--- config.mk ---
export PLATFORM = sky130hd
export DESIGN_NAME = cla_accum_ctrl_flat
export DESIGN_NICKNAME = d
export VERILOG_FILES = /design/src/rtl/cla_accum_ctrl_if.sv /design/src/rtl/cla_accum_ctrl.sv /design/src/flat_wrapper.sv
export SDC_FILE = /design/constraint.sdc
export NUM_CORES = 1
export LEC_CHECK = 0
export CAP_MARGIN = 10
export CORE_AREA = 2 2 212 214
export DETAILED_ROUTE_END_ITERATION = 8
export DIE_AREA = 0 0 214 216
export HOLD_SLACK_MARGIN = 0.08
export SLEW_MARGIN = 40
export SYNTH_ARGS = -nofsm -noshare
export SYNTH_HDL_FRONTEND = slang
export SYNTH_SLANG_ARGS = --single-unit
--- constraint.sdc ---
create_clock -name clk -period 2.4 [get_ports clk]
set_clock_uncertainty 0.1 [all_clocks]
set_input_delay 0.36 -clock clk [delete_from_list [all_inputs] [get_ports clk]]
set_output_delay 0.36 -clock clk [all_outputs]
set_load 0.02 [all_outputs]
--- src/rtl/cla_accum_ctrl_if.sv ---
// ============================================================================
// Module      : cla_accum_ctrl_if
// Description : Operand stream, result stream and adder loop signals for
//               cla_accum_ctrl.
// Revision    : 1.0 - initial release
// ============================================================================
`default_nettype none

interface cla_accum_ctrl_if #(
    parameter int WIDTH = 100,
    parameter int CNT_W = 16
);
    logic             in_valid;
    logic             in_ready;
    logic [WIDTH-1:0] in_data;
    logic             in_sub;
    logic             in_last;

    logic [WIDTH-1:0] add_a;
    logic [WIDTH-1:0] add_b;
    logic             add_cin;
    logic [WIDTH-1:0] add_sum;
    logic             add_cout;

    logic             out_valid;
    logic             out_ready;
    logic [WIDTH-1:0] out_sum;
    logic [CNT_W-1:0] out_wraps;
    logic [CNT_W-1:0] out_count;

    // Environment side: operand source, adder and result sink.
    modport master (
        output in_valid, in_data, in_sub, in_last,
        output add_sum, add_cout,
        output out_ready,
        input  in_ready,
        input  add_a, add_b, add_cin,
        input  out_valid, out_sum, out_wraps, out_count
    );

    modport slave (
        input  in_valid, in_data, in_sub, in_last,
        input  add_sum, add_cout,
        input  out_ready,
        output in_ready,
        output add_a, add_b, add_cin,
        output out_valid, out_sum, out_wraps, out_count
    );
endinterface

`default_nettype wire

--- src/rtl/cla_accum_ctrl.sv ---
// ============================================================================
// Module      : cla_accum_ctrl
// Description : Streaming accumulator/subtractor closing the loop around an
//               external combinational carry-lookahead adder.
// Revision    : 1.0 - initial release
// ============================================================================
`default_nettype none

module cla_accum_ctrl #(
    parameter int WIDTH = 100,
    parameter int CNT_W = 16
) (
    input  wire               clk,
    input  wire               reset,
    cla_accum_ctrl_if.slave   bus
);

    typedef enum logic [0:0] {
        ST_ACC  = 1'b0,
        ST_DONE = 1'b1
    } state_t;

    localparam logic [CNT_W-1:0] C_CNT_ONE = {{(CNT_W-1){1'b0}}, 1'b1};

    state_t           state_q,     state_d;
    logic [WIDTH-1:0] acc_q,       acc_d;
    logic [CNT_W-1:0] wraps_q,     wraps_d;
    logic [CNT_W-1:0] count_q,     count_d;
    logic [WIDTH-1:0] out_sum_q,   out_sum_d;
    logic [CNT_W-1:0] out_wraps_q, out_wraps_d;
    logic [CNT_W-1:0] out_count_q, out_count_d;

    logic             w_accept;
    logic             w_wrap_evt;
    logic [CNT_W-1:0] w_count_inc;
    logic [CNT_W-1:0] w_wraps_inc;

    // Subtraction is a + ~b + 1, so cin carries the two's-complement increment.
    assign bus.add_a   = acc_q;
    assign bus.add_b   = bus.in_sub ? ~bus.in_data : bus.in_data;
    assign bus.add_cin = bus.in_sub;

    assign bus.in_ready  = (state_q == ST_ACC);
    assign bus.out_valid = (state_q == ST_DONE);
    assign bus.out_sum   = out_sum_q;
    assign bus.out_wraps = out_wraps_q;
    assign bus.out_count = out_count_q;

    assign w_accept    = bus.in_valid && (state_q == ST_ACC);
    // A subtract that produces no carry out has borrowed.
    assign w_wrap_evt  = bus.in_sub ? ~bus.add_cout : bus.add_cout;
    assign w_count_inc = (&count_q) ? count_q : count_q + C_CNT_ONE;
    assign w_wraps_inc = (w_wrap_evt && !(&wraps_q)) ? wraps_q + C_CNT_ONE : wraps_q;

    always_comb begin
        state_d     = state_q;
        acc_d       = acc_q;
        wraps_d     = wraps_q;
        count_d     = count_q;
        out_sum_d   = out_sum_q;
        out_wraps_d = out_wraps_q;
        out_count_d = out_count_q;

        case (state_q)
            ST_ACC: begin
                if (w_accept) begin
                    acc_d   = bus.add_sum;
                    count_d = w_count_inc;
                    wraps_d = w_wraps_inc;
                    if (bus.in_last) begin
                        out_sum_d   = bus.add_sum;
                        out_wraps_d = w_wraps_inc;
                        out_count_d = w_count_inc;
                        state_d     = ST_DONE;
                    end
                end
            end
            ST_DONE: begin
                if (bus.out_ready) begin
                    acc_d   = '0;
                    wraps_d = '0;
                    count_d = '0;
                    state_d = ST_ACC;
                end
            end
            default: state_d = ST_ACC;
        endcase
    end

    always_ff @(posedge clk) begin
        if (reset) begin
            state_q     <= ST_ACC;
            acc_q       <= '0;
            wraps_q     <= '0;
            count_q     <= '0;
            out_sum_q   <= '0;
            out_wraps_q <= '0;
            out_count_q <= '0;
        end else begin
            state_q     <= state_d;
            acc_q       <= acc_d;
            wraps_q     <= wraps_d;
            count_q     <= count_d;
            out_sum_q   <= out_sum_d;
            out_wraps_q <= out_wraps_d;
            out_count_q <= out_count_d;
        end
    end

endmodule

`default_nettype wire

--- src/flat_wrapper.sv ---
// flat-port wrapper written by rule: the top's interface ports become plain ports
module cla_accum_ctrl_flat 
#(
    parameter int WIDTH = 100,
    parameter int CNT_W = 16
)
  (clk, reset, bus_in_valid, bus_in_data, bus_in_sub, bus_in_last, bus_add_sum, bus_add_cout, bus_out_ready, bus_in_ready, bus_add_a, bus_add_b, bus_add_cin, bus_out_valid, bus_out_sum, bus_out_wraps, bus_out_count);
  cla_accum_ctrl_if #(.WIDTH(WIDTH), .CNT_W(CNT_W)) bus_i ();
  input  wire clk;
  input  wire reset;
  input wire logic [$bits(bus_i.in_valid)-1:0] bus_in_valid;
  input wire logic [$bits(bus_i.in_data)-1:0] bus_in_data;
  input wire logic [$bits(bus_i.in_sub)-1:0] bus_in_sub;
  input wire logic [$bits(bus_i.in_last)-1:0] bus_in_last;
  input wire logic [$bits(bus_i.add_sum)-1:0] bus_add_sum;
  input wire logic [$bits(bus_i.add_cout)-1:0] bus_add_cout;
  input wire logic [$bits(bus_i.out_ready)-1:0] bus_out_ready;
  output wire logic [$bits(bus_i.in_ready)-1:0] bus_in_ready;
  output wire logic [$bits(bus_i.add_a)-1:0] bus_add_a;
  output wire logic [$bits(bus_i.add_b)-1:0] bus_add_b;
  output wire logic [$bits(bus_i.add_cin)-1:0] bus_add_cin;
  output wire logic [$bits(bus_i.out_valid)-1:0] bus_out_valid;
  output wire logic [$bits(bus_i.out_sum)-1:0] bus_out_sum;
  output wire logic [$bits(bus_i.out_wraps)-1:0] bus_out_wraps;
  output wire logic [$bits(bus_i.out_count)-1:0] bus_out_count;
  assign bus_i.in_valid = bus_in_valid;
  assign bus_i.in_data = bus_in_data;
  assign bus_i.in_sub = bus_in_sub;
  assign bus_i.in_last = bus_in_last;
  assign bus_i.add_sum = bus_add_sum;
  assign bus_i.add_cout = bus_add_cout;
  assign bus_i.out_ready = bus_out_ready;
  assign bus_in_ready = bus_i.in_ready;
  assign bus_add_a = bus_i.add_a;
  assign bus_add_b = bus_i.add_b;
  assign bus_add_cin = bus_i.add_cin;
  assign bus_out_valid = bus_i.out_valid;
  assign bus_out_sum = bus_i.out_sum;
  assign bus_out_wraps = bus_i.out_wraps;
  assign bus_out_count = bus_i.out_count;
  cla_accum_ctrl #(.WIDTH(WIDTH), .CNT_W(CNT_W)) u_core (.clk(clk), .reset(reset), .bus(bus_i));
endmodule
==> impl_metrics.py, run 1 <==
metrics = {
    "finish": {
        "drive_above_1_share_pct": 6.845,
        "nets": 2060,
        "finish.utilization_pct": 42.41,
        "areaGrowthSynthToFinish_pct": 67.30,
        "final_cell_area_um2": 18590,
    },
    "floorplanning": {
        "io_pins": 542,
        "die_area_um2": 46220,
        "initial_core_util_pct": 25.35,
        "die_y_um": 216,
        "die_w_um": 214,
        "core_area_um2": 43840,
        "num_rows": 77,
    },
    "yosys": {
        "synthesis.area_um2": 11110,
        "synth_top_area_cell": "dfxtp_1",
        "yosysWarningCount": 0,
        "synth_top_cell_area_share_pct": 47.74,
        "netlist_top_cells_area": "dfxtp_1, xor2_1, nand2_1, a22oi_1, a21oi_1",
        "synth.avg_cell_area_um2": 8.386,
        "synth_edf_count": 0,
        "syn-num-nets": 1534,
        "seq_area_frac_synth_pct": 47.74,
        "synth-seq-cells": 265,
        "yosysMostFrequentCell": "dfxtp_1",
        "synth-async-reset-ratio_pct": 0,
        "synth_ff_type": "dfxtp_1",
        "synthCells": 1325,
        "synth_common_cells": "dfxtp_1, nand2_1, nor2_1, a21oi_1, xor2_1",
        "yosys.cell_types.count": 55,
    },
    "setup_path": {
        "cp-end-kind": "output port",
        "crit_path_cell_trace": "clkdlybuf4s50_1, xor2_1, clkdlybuf4s50_1",
        "cp-startpoint": "bus_in_data[7]",
        "startpoint_type": "input pin",
        "slowest_stage": "clkdlybuf4s50_1",
        "rr_startpoint": "u_core.wraps_q[0]",
        "cp.arrival_ns": 1.93,
        "worstPathRequired_ns": 1.94,
        "cpMostUsedCell": "clkdlybuf4s50_1",
        "cp_max_fo": 1,
        "max_stage_delay_ns": 0.70,
        "critPathBufInv": 2,
        "cp_top_family": "buffers and inverters",
        "critPathKind": "in2out",
    },
    "sta": {
        "max_freq_mhz": 419.2,
        "hold_violations": 0,
        "worst_slack_ns": 0.01441,
        "worst_slew_pin_slew_ns": 0.8251,
        "slew_headroom_pct": 44.99,
        "drv_slew": 0,
        "setup_viol": 0,
        "tns_ns": 0,
        "period_needed_ns": 2.386,
        "min_period_over_period_pct": 99.40,
        "rsz0062_at_grt": "no",
    },
    "pwr": {
        "switchingPower_mw": 3.473,
        "p_leak_nw": 6.723,
        "vdd_drop_max_mv": 0.5839,
        "pwr-share-seq_pct": 38.5,
        "swShare_pct": 28.17,
        "power.internal_mw": 8.854,
        "p_clk_share_pct": 39.8,
        "power_density_nw_per_um2": 663.1,
        "combPwrFrac_pct": 21.7,
    },
    "placement": {
        "place_ws_ns": 0.001842,
        "numPortBuffers": 541,
        "dpl.hpwl_mm": 35.67,
        "place_area_um2": 17520,
        "gp_congestion": 0.9817,
    },
    "detailed_routing": {
        "ant_nets": 0,
        "post_drt_wl_per_cell_um": 19.51,
        "totalWireLength_mm": 48.14,
        "viasPerCell": 4.741,
        "drt_iter0_drc": 831,
        "drt-pass1-iter-count": 5,
        "vias": 11696,
        "drc": 0,
    },
    "global_route": {
        "grtUsageTotal_pct": 19.99,
        "top_usage_layer": "met2",
        "grt-ovfl-total": 0,
        "grt_use_met3_pct": 8.076,
        "grtUsageMet1_pct": 26.11,
        "grt_max_degree": 136,
        "grtUsageMet2_pct": 30.21,
        "grt_pass1_wl_mm": 72.40,
        "antenna_found_initial": 11,
        "grt_pass1_vias": 11526,
    },
    "clock_network": {
        "cts_setup_buffers": 0,
        "clk_path_buf_depth": 3,
        "cts_max_level": 2,
        "clkTransAtPathRegs_ns": 0.06,
        "clockRootBuffer": "clkbuf_16",
        "cts_tree": "built",
        "post_cts_resized": 0,
        "cts_hold_buffers": 1,
        "numClockSinks": 265,
        "worstSkewPairLatency_ns": 0.52,
        "cts_buffers": 34,
    },
    "worst_hold_path": {
        "hp-class": "in2reg",
        "hp-start": "bus_add_sum[9]",
    },
    "job": {
        "cap_violations": 0,
    },
    "outcome": {
        "run_status": "complete, no violations",
    },
}
[cells in the final DEF (no fill, tap or decap), types with 4 or more instances in the layout]
cell type and instances:
clkdlybuf4s50_1 539, dfxtp_1 265, nand2_1 233, nor2_1 136, a21oi_1 116, xor2_1 102, a22oi_1 100, buf_4 55
clkbuf_16 35, nand3_1 28, o21ai_0 28, a311oi_1 19, nand4_1 16, buf_12 15, a31oi_1 14, nor3_1 14
or3_1 14, or4_1 10, nor4_1 8, and4_1 8, clkbuf_1 8, and3_1 7, inv_1 6, a211oi_1 6
a21o_1 6, o31ai_1 6, a41oi_1 6, clkbuf_8 6, diode_2 5, o311ai_0 5, a31o_2 4, o211ai_1 4
xnor2_1 4
[cells by family (layout without fill, tap and decap cells)]
kind of cell / Yosys count / count (layout) / synth area share (%)
AO/OA/AOI/OAI: 338 / 338 / 20.12
XOR/XNOR: 106 / 106 / 8.355
adder cells (fa/ha/maj): 2 / 2 / 0.2252
buffers and inverters: 127 / 672 / 4.526
flip-flops: 265 / 265 / 47.74
multiplexers: 1 / 1 / 0.09008
other: 0 / 5 / 0
AND/OR/NAND/NOR: 486 / 486 / 18.94
[metal layers]
layer	vias to the layer above	routed length, µm
li1	5713	-
met1	5528	20710
met2	373	21330
met3	68	5012
met4	14	1007
met5	-	85
[final timing paths]
path | endpoint | slack, ns | cells past startpoint
setup / recovery | bus_add_b[7] | 0.01 | 3
hold / removal | u_core.bus.out_sum[9] | 0.30 | 3
setup reg to reg | u_core.wraps_q[12] | 0.30 | 6
hold reg to reg | u_core.bus.out_sum[57] | 0.35 | 2
[power groups by stage]
stage | logic (mW) | clock network (mW) | registers, mW
floorplan | 0.896 | 0 | 5.07
global placement | 2.67 | 0 | 4.82
detailed placement | 2.67 | 0 | 4.83
CTS | 2.69 | 5.03 | 4.74
global route | 2.83 | 5.19 | 4.77
finish | 2.68 | 4.90 | 4.74
[flip-flops by register name, indices dropped and copies added (netlist names)]
signal                cells
u_core.bus.add_a        100
u_core.bus.out_sum      100
u_core.bus.out_count     16
u_core.bus.out_wraps     16
u_core.count_q           16
u_core.wraps_q           16
u_core.bus.out_valid      1
[cell type report]
class | count | area, µm²
clock inverter | 6 | 62.56
fill | 4300 | 25250
antenna | 5 | 12.51
multi-input combinational | 933 | 5329
clock buffer | 49 | 988.4
tap | 592 | 740.7
inverter | 6 | 22.52
sequential | 265 | 5305
timing repair buffer | 611 | 6130
[worst min-delay path, delay by kind of cell]
family          cells  cell delay [ns]
simple gates        1             0.06
buf+inv             1             0.42
compound gates      1             0.05
[metrics by stage]
step | hold WS, ns | power [mW] | std cells
after global routing | 0.3025 | 12.78 | 2462
after global placement | 0.3411 | 7.489 | 2406
final | 0.3015 | 12.33 | 2467
after floorplan | 0.3716 | 5.967 | 1325
after CTS | 0.2712 | 12.46 | 2462
after detailed placement | 0.3456 | 7.502 | 2406
Power figures use the tool's default switching activity.
==> inputs of run 2 (changes only) <==
--- a/config.mk
+++ b/config.mk
@@ -5,10 +5,9 @@
 export SDC_FILE = /design/constraint.sdc
 export NUM_CORES = 1
 export LEC_CHECK = 0
-export CAP_MARGIN = 10
-export CORE_AREA = 2 2 212 214
+export CORE_AREA = 2 2 211 213
 export DETAILED_ROUTE_END_ITERATION = 8
-export DIE_AREA = 0 0 214 216
+export DIE_AREA = 0 0 213 215
 export HOLD_SLACK_MARGIN = 0.08
 export SLEW_MARGIN = 40
 export SYNTH_ARGS = -nofsm -noshare
==> constraint.sdc (replaced) <==
create_clock -name clk -period 3.1 [get_ports clk]
set_clock_uncertainty 0.1 [all_clocks]
set_input_delay 0.465 -clock clk [delete_from_list [all_inputs] [get_ports clk]]
set_output_delay 0.465 -clock clk [all_outputs]
set_load 0.02 [all_outputs]
==> run 2 against run 1 <==
  * Clock power fell by 30%
  * Register-to-register slack improved by 0.29 ns
  * First-iteration DRC count rose by 9.4%
  * Sequential power fell by 22%
  * Critical path depth rose by 1
  * Combinational power fell by 25%
  * Hold slack improved by 0.050 ns
  * Global-route usage fell by 0.29 points
  * Critical path type unchanged
  * Largest cell class unchanged
==> impl_metrics.py, run 2 (synthesized netlist as in run 1, its figures left out) <==
metrics = {
    "outcome": {
        "run_status": "complete, no violations",
    },
    "floorplanning": {
        "io_pins": 542,
        "die_area_um2": 45800,
        "core_area_um2": 43640,
        "initial_core_util_pct": 25.46,
        "die_w_um": 213,
        "num_rows": 77,
        "die_y_um": 215,
    },
    "detailed_routing": {
        "post_drt_wl_per_cell_um": 19.27,
        "drt-pass1-iter-count": 7,
        "ant_nets": 0,
        "drt_iter0_drc": 909,
        "vias": 11564,
        "viasPerCell": 4.759,
        "totalWireLength_mm": 46.84,
        "drc": 0,
    },
    "setup_path": {
        "cp.arrival_ns": 2.03,
        "startpoint_type": "input pin",
        "cp_max_fo": 17,
        "cp-end-kind": "output port",
        "worstPathRequired_ns": 2.53,
        "critPathKind": "in2out",
    },
    "clock_network": {
        "numClockSinks": 265,
        "cts_tree": "built",
        "cts_buffers": 31,
        "cts_max_level": 1,
        "worstSkewPairLatency_ns": 0.57,
        "post_cts_resized": 0,
        "clkTransAtPathRegs_ns": 0.06,
        "clk_path_buf_depth": 3,
        "clockRootBuffer": "clkbuf_16",
    },
    "finish": {
        "finish.utilization_pct": 41.57,
        "fill_cells": 4341,
        "areaGrowthSynthToFinish_pct": 63.27,
        "seq_area_um2": 5305,
        "final_cell_area_um2": 18140,
        "multi_input_area_um2": 5329,
        "final_cell_mix": "clkdlybuf4s50_1, dfxtp_1, nand2_1, nor2_1, a21oi_1",
        "drive_above_1_share_pct": 4.902,
        "nets": 2023,
        "layout_commonest_cell": "clkdlybuf4s50_1",
    },
    "sta": {
        "tns_ns": 0,
        "hold_violations": 0,
        "drv_slew": 0,
        "worst_slew_pin_slew_ns": 0.7876,
        "setup_viol": 0,
        "slew_headroom_pct": 47.49,
        "hold_slack_ns": 0.3517,
        "min_period_over_period_pct": 83.56,
        "period_needed_ns": 2.590,
        "worst_slack_ns": 0.5098,
        "max_freq_mhz": 386.1,
        "rsz0062_at_grt": "no",
    },
    "job": {
        "cap_violations": 0,
    },
    "placement": {
        "dpl.hpwl_mm": 34.24,
        "gp_congestion": 0.9523,
        "numPortBuffers": 541,
        "place_ws_ns": 0.5176,
        "place_area_um2": 17190,
    },
    "pwr": {
        "swShare_pct": 28.83,
        "power.internal_mw": 6.473,
        "combPwrFrac_pct": 22.1,
        "vdd_drop_max_mv": 0.4215,
        "switchingPower_mw": 2.622,
        "p_clk_share_pct": 37.4,
        "pwr-share-seq_pct": 40.4,
        "p_leak_nw": 6.474,
        "power_density_nw_per_um2": 501.3,
    },
    "global_route": {
        "grt_pass1_vias": 10977,
        "grt-ovfl-total": 0,
        "antenna_found_initial": 8,
        "grtUsageTotal_pct": 19.69,
        "grt_pass1_wl_mm": 69.72,
        "grt_max_degree": 96,
    },
    "worst_hold_path": {
        "hp-class": "reg2reg",
    },
}
## run 2: cell count changes in the layout (fill, tap and decap cells not counted)
cell        previous run  this run
buf_12                15         9
buf_4                 55        26
buf_6                  1         2
bufinv_16              1         0
clkbuf_1               8        12
clkbuf_16             35        31
clkbuf_8               6         4
clkinv_2               3         5
clkinvlp_4             0         1
diode_2                5         2
inv_16                 0         1
inv_6                  2         1
## run 2: power groups by stage
stage                     Combinational [mW]  Clock (mW)  Sequential, mW
after detailed placement                2.00           0            3.75
after global routing                    2.12        3.66            3.70
after CTS                               2.02        3.52            3.68
after global placement                  2.00           0            3.74
final                                   2.01        3.41            3.68
after floorplan                        0.694           0            3.93
## run 2: cell type report
cell class                 count  area share (%)
timing repair buffer         577           31.99
multi-input combinational    933           29.37
sequential                   265           29.24
clock buffer                  47           4.828
tap                          592           4.083
clock inverter                 8          0.3379
inverter                       6          0.1241
antenna                        2         0.02759
## run 2: final timing paths
check | to | startpoint | slack (ns) | cells after the start
worst max-delay path | bus_add_b[7] | bus_in_sub | 0.51 | 4
worst max register to register | u_core.count_q[2] | u_core.count_q[0] | 0.59 | 5
worst min-delay path | u_core.bus.out_sum[27] | u_core.bus.out_sum[27] | 0.35 | 2
worst min register to register | u_core.bus.out_sum[27] | u_core.bus.out_sum[27] | 0.35 | 2
## run 2: critical path: stages
cell and delay, ns:
buf_4 0.26, buf_4 0.23, xor2_1 0.37, clkdlybuf4s50_1 0.69
## run 2: through the flow
step	total power, mW	std cells
3_5_place_dp	5.752	2372
5_1_grt	9.474	2429
4_1_cts	9.218	2428
2_1_floorplan	4.620	1325
6_report	9.094	2430
3_3_place_gp	5.746	2371
## run 2: repair_timing
item,CTS,global route
buffers inserted,0,0
setup endpoints to repair,0,0
hold buffers,1,0
hold endpoints to repair,4,0
## run 2: routing by layer
| layer | vias to the layer above | track usage [%] | share of wire [%] |
|---|---|---|---|
| li1 | 5608 | - | - |
| met1 | 5436 | 26.36 | 44 |
| met2 | 434 | 29.61 | 44 |
| met3 | 74 | 8.257 | 10 |
| met4 | 12 | 3.776 | 1.9 |
| met5 | - | 0 | 0.17 |
==> inputs of run 3 (changes only) <==
--- a/config.mk
+++ b/config.mk
@@ -5,9 +5,9 @@
 export SDC_FILE = /design/constraint.sdc
 export NUM_CORES = 1
 export LEC_CHECK = 0
-export CORE_AREA = 2 2 211 213
+export CORE_AREA = 2 2 212 214
 export DETAILED_ROUTE_END_ITERATION = 8
-export DIE_AREA = 0 0 213 215
+export DIE_AREA = 0 0 214 216
 export HOLD_SLACK_MARGIN = 0.08
 export SLEW_MARGIN = 40
 export SYNTH_ARGS = -nofsm -noshare
==> constraint.sdc (replaced) <==
create_clock -name clk -period 2.44 [get_ports clk]
set_clock_uncertainty 0.1 [all_clocks]
set_input_delay 0.366 -clock clk [delete_from_list [all_inputs] [get_ports clk]]
set_output_delay 0.366 -clock clk [all_outputs]
set_load 0.02 [all_outputs]
==> run 3 against run 2 <==
  * Register-to-register slack got worse by 0.27 ns
  * Routed wire length grew 2.7%
  * Die area grew 0.94%
  * Combinational power grew 31%
  * Non-clock buffer count increased by 36
  * Power up 29%
  * Sequential share of layout area decreased by 0.63 points
  * Clock power grew 31%
  * Critical path depth shrank 1
  * Critical endpoint is now bus_add_b[87]
  * Hold slack got worse by 0.090 ns
  * Cell count grew 1.7%
==> impl_metrics.py, run 3 (synthesized netlist as in run 1, its figures left out) <==
metrics = {
    "outcome": {
        "run_status": "complete, no violations",
    },
    "detailed_routing": {
        "drt-pass1-iter-count": 4,
        "post_drt_wl_per_cell_um": 19.47,
        "totalWireLength_mm": 48.11,
        "ant_nets": 0,
        "drt_iter0_drc": 741,
        "drc": 0,
        "vias": 11761,
        "viasPerCell": 4.760,
    },
    "finish": {
        "final_cell_mix": "clkdlybuf4s50_1, dfxtp_1, nand2_1, nor2_1, a21oi_1",
        "finish.utilization_pct": 42.31,
        "nets": 2058,
        "final_cell_area_um2": 18550,
        "layout_commonest_cell": "clkdlybuf4s50_1",
        "final_cells": 2471,
        "drive_above_1_share_pct": 7.051,
        "areaGrowthSynthToFinish_pct": 66.93,
    },
    "pwr": {
        "p_leak_nw": 6.702,
        "p_total_mw": 11.77,
        "power_density_nw_per_um2": 634.6,
        "vdd_drop_max_mv": 0.5013,
    },
    "placement": {
        "dpl.hpwl_mm": 35.47,
        "place_inst": 2408,
        "place_ws_ns": 0.07032,
        "numPortBuffers": 541,
        "gp_congestion": 1.012,
        "place_area_um2": 17540,
    },
    "setup_path": {
        "crit_path_cell_trace": "clkdlybuf4s50_1, xor2_1, clkdlybuf4s50_1",
        "cp_max_fo": 1,
        "worstPathRequired_ns": 1.97,
        "worst_r2r_path_depth": 5,
        "rr_startpoint": "u_core.wraps_q[0]",
        "critPathBufInv": 2,
        "crit_end": "bus_add_b[87]",
        "max_stage_delay_ns": 0.78,
        "worst-path-stages": 3,
        "critPathKind": "in2out",
        "cp-end-kind": "output port",
        "cpMostUsedCell": "clkdlybuf4s50_1",
        "startpoint_type": "input pin",
        "slowest_stage": "clkdlybuf4s50_1",
        "r2r_end": "u_core.bus.out_wraps[14]",
        "cp-startpoint": "bus_in_data[87]",
        "cp.arrival_ns": 1.92,
        "r2r_slack_ns": 0.32,
        "cp_top_family": "buffers and inverters",
    },
    "clock_network": {
        "cts_buffers": 30,
        "cts_setup_buffers": 0,
        "cts_tree": "built",
        "clk_path_buf_depth": 3,
        "clockRootBuffer": "clkbuf_16",
        "worstSkewPairLatency_ns": 0.57,
        "clkTransAtPathRegs_ns": 0.06,
        "cts_max_level": 1,
        "numClockSinks": 265,
    },
    "global_route": {
        "grtUsageMet1_pct": 25.54,
        "grt_pass1_wl_mm": 71.79,
        "grt_pass1_vias": 11248,
        "grt_max_degree": 138,
        "grtUsageMet2_pct": 30.06,
        "grtUsageTotal_pct": 19.73,
        "grt-ovfl-total": 0,
        "top_usage_layer": "met2",
        "grt_use_met3_pct": 8.753,
        "antenna_found_initial": 14,
    },
    "sta": {
        "drv_slew": 0,
        "max_freq_mhz": 419.6,
        "worst_slew_pin_slew_ns": 0.7143,
        "min_period_over_period_pct": 97.68,
        "hold_slack_ns": 0.2621,
        "slew_headroom_pct": 51.78,
        "rsz0062_at_grt": "no",
        "setup_viol": 0,
        "tns_ns": 0,
        "hold_violations": 0,
        "worst_slack_ns": 0.05655,
        "period_needed_ns": 2.383,
    },
    "floorplanning": {
        "die_w_um": 214,
        "die_y_um": 216,
        "core_area_um2": 43840,
        "die_area_um2": 46220,
        "initial_core_util_pct": 25.35,
        "num_rows": 77,
        "io_pins": 542,
    },
    "worst_hold_path": {
        "hp-class": "in2reg",
        "hold_depth": 3,
    },
    "job": {
        "cap_violations": 0,
    },
}
## run 3: changes by cell type in the layout (fill, tap and decap cells not counted), sizes merged
cell / before / now
clkbuf: 47 / 43
bufinv: 0 / 1
inv: 8 / 7
diode: 2 / 7
buf: 37 / 73
clkinv: 5 / 9
## run 3: power by group
| part | internal (mW) | switching, mW | total, mW |
|---|---|---|---|
| clock | 2.56 | 1.91 | 4.47 |
| combinational | 1.27 | 1.37 | 2.64 |
| sequential | 4.54 | 0.122 | 4.66 |
## run 3: layout make-up
type | instances | area (µm²)
diodes | 7 | 17.52
clock buffers | 43 | 859.6
clock inverters | 12 | 116.4
fillers | 4288 | 25290
inverters | 6 | 22.52
multi-input cells | 933 | 5329
flip-flops and latches | 265 | 5306
well taps | 592 | 740.7
repair buffers | 613 | 6157
## run 3: what timing repair did
item                                   in CTS  in global routing
hold buffers                                1                  0
setup endpoints to repair                   0                  1
endpoints found under the hold margin      25                  0
resized for setup                           0                  1
## run 3: layer usage
layer / share of wire, % / routed length [µm]
met1: 43 / 20700
met2: 44 / 21330
met3: 10 / 5007
met4: 2.0 / 984
met5: 0.17 / 84
## run 3: how the worst min path moves through the flow
stage / startpoint / end
floorplan: u_core.count_q[7] / u_core.count_q[7]
global placement: u_core.bus.out_sum[36] / u_core.bus.out_sum[36]
detailed placement: u_core.bus.out_sum[72] / u_core.bus.out_sum[72]
CTS: bus_add_sum[9] / u_core.bus.out_sum[9]
global route: bus_add_sum[28] / u_core.bus.out_sum[28]
finish: bus_add_sum[9] / u_core.bus.out_sum[9]
## run 3: tightest hold or removal path, cell delays in order
cell and delay [ns]:
clkdlybuf4s50_1 0.42, nand2_1 0.06, a21oi_1 0.05
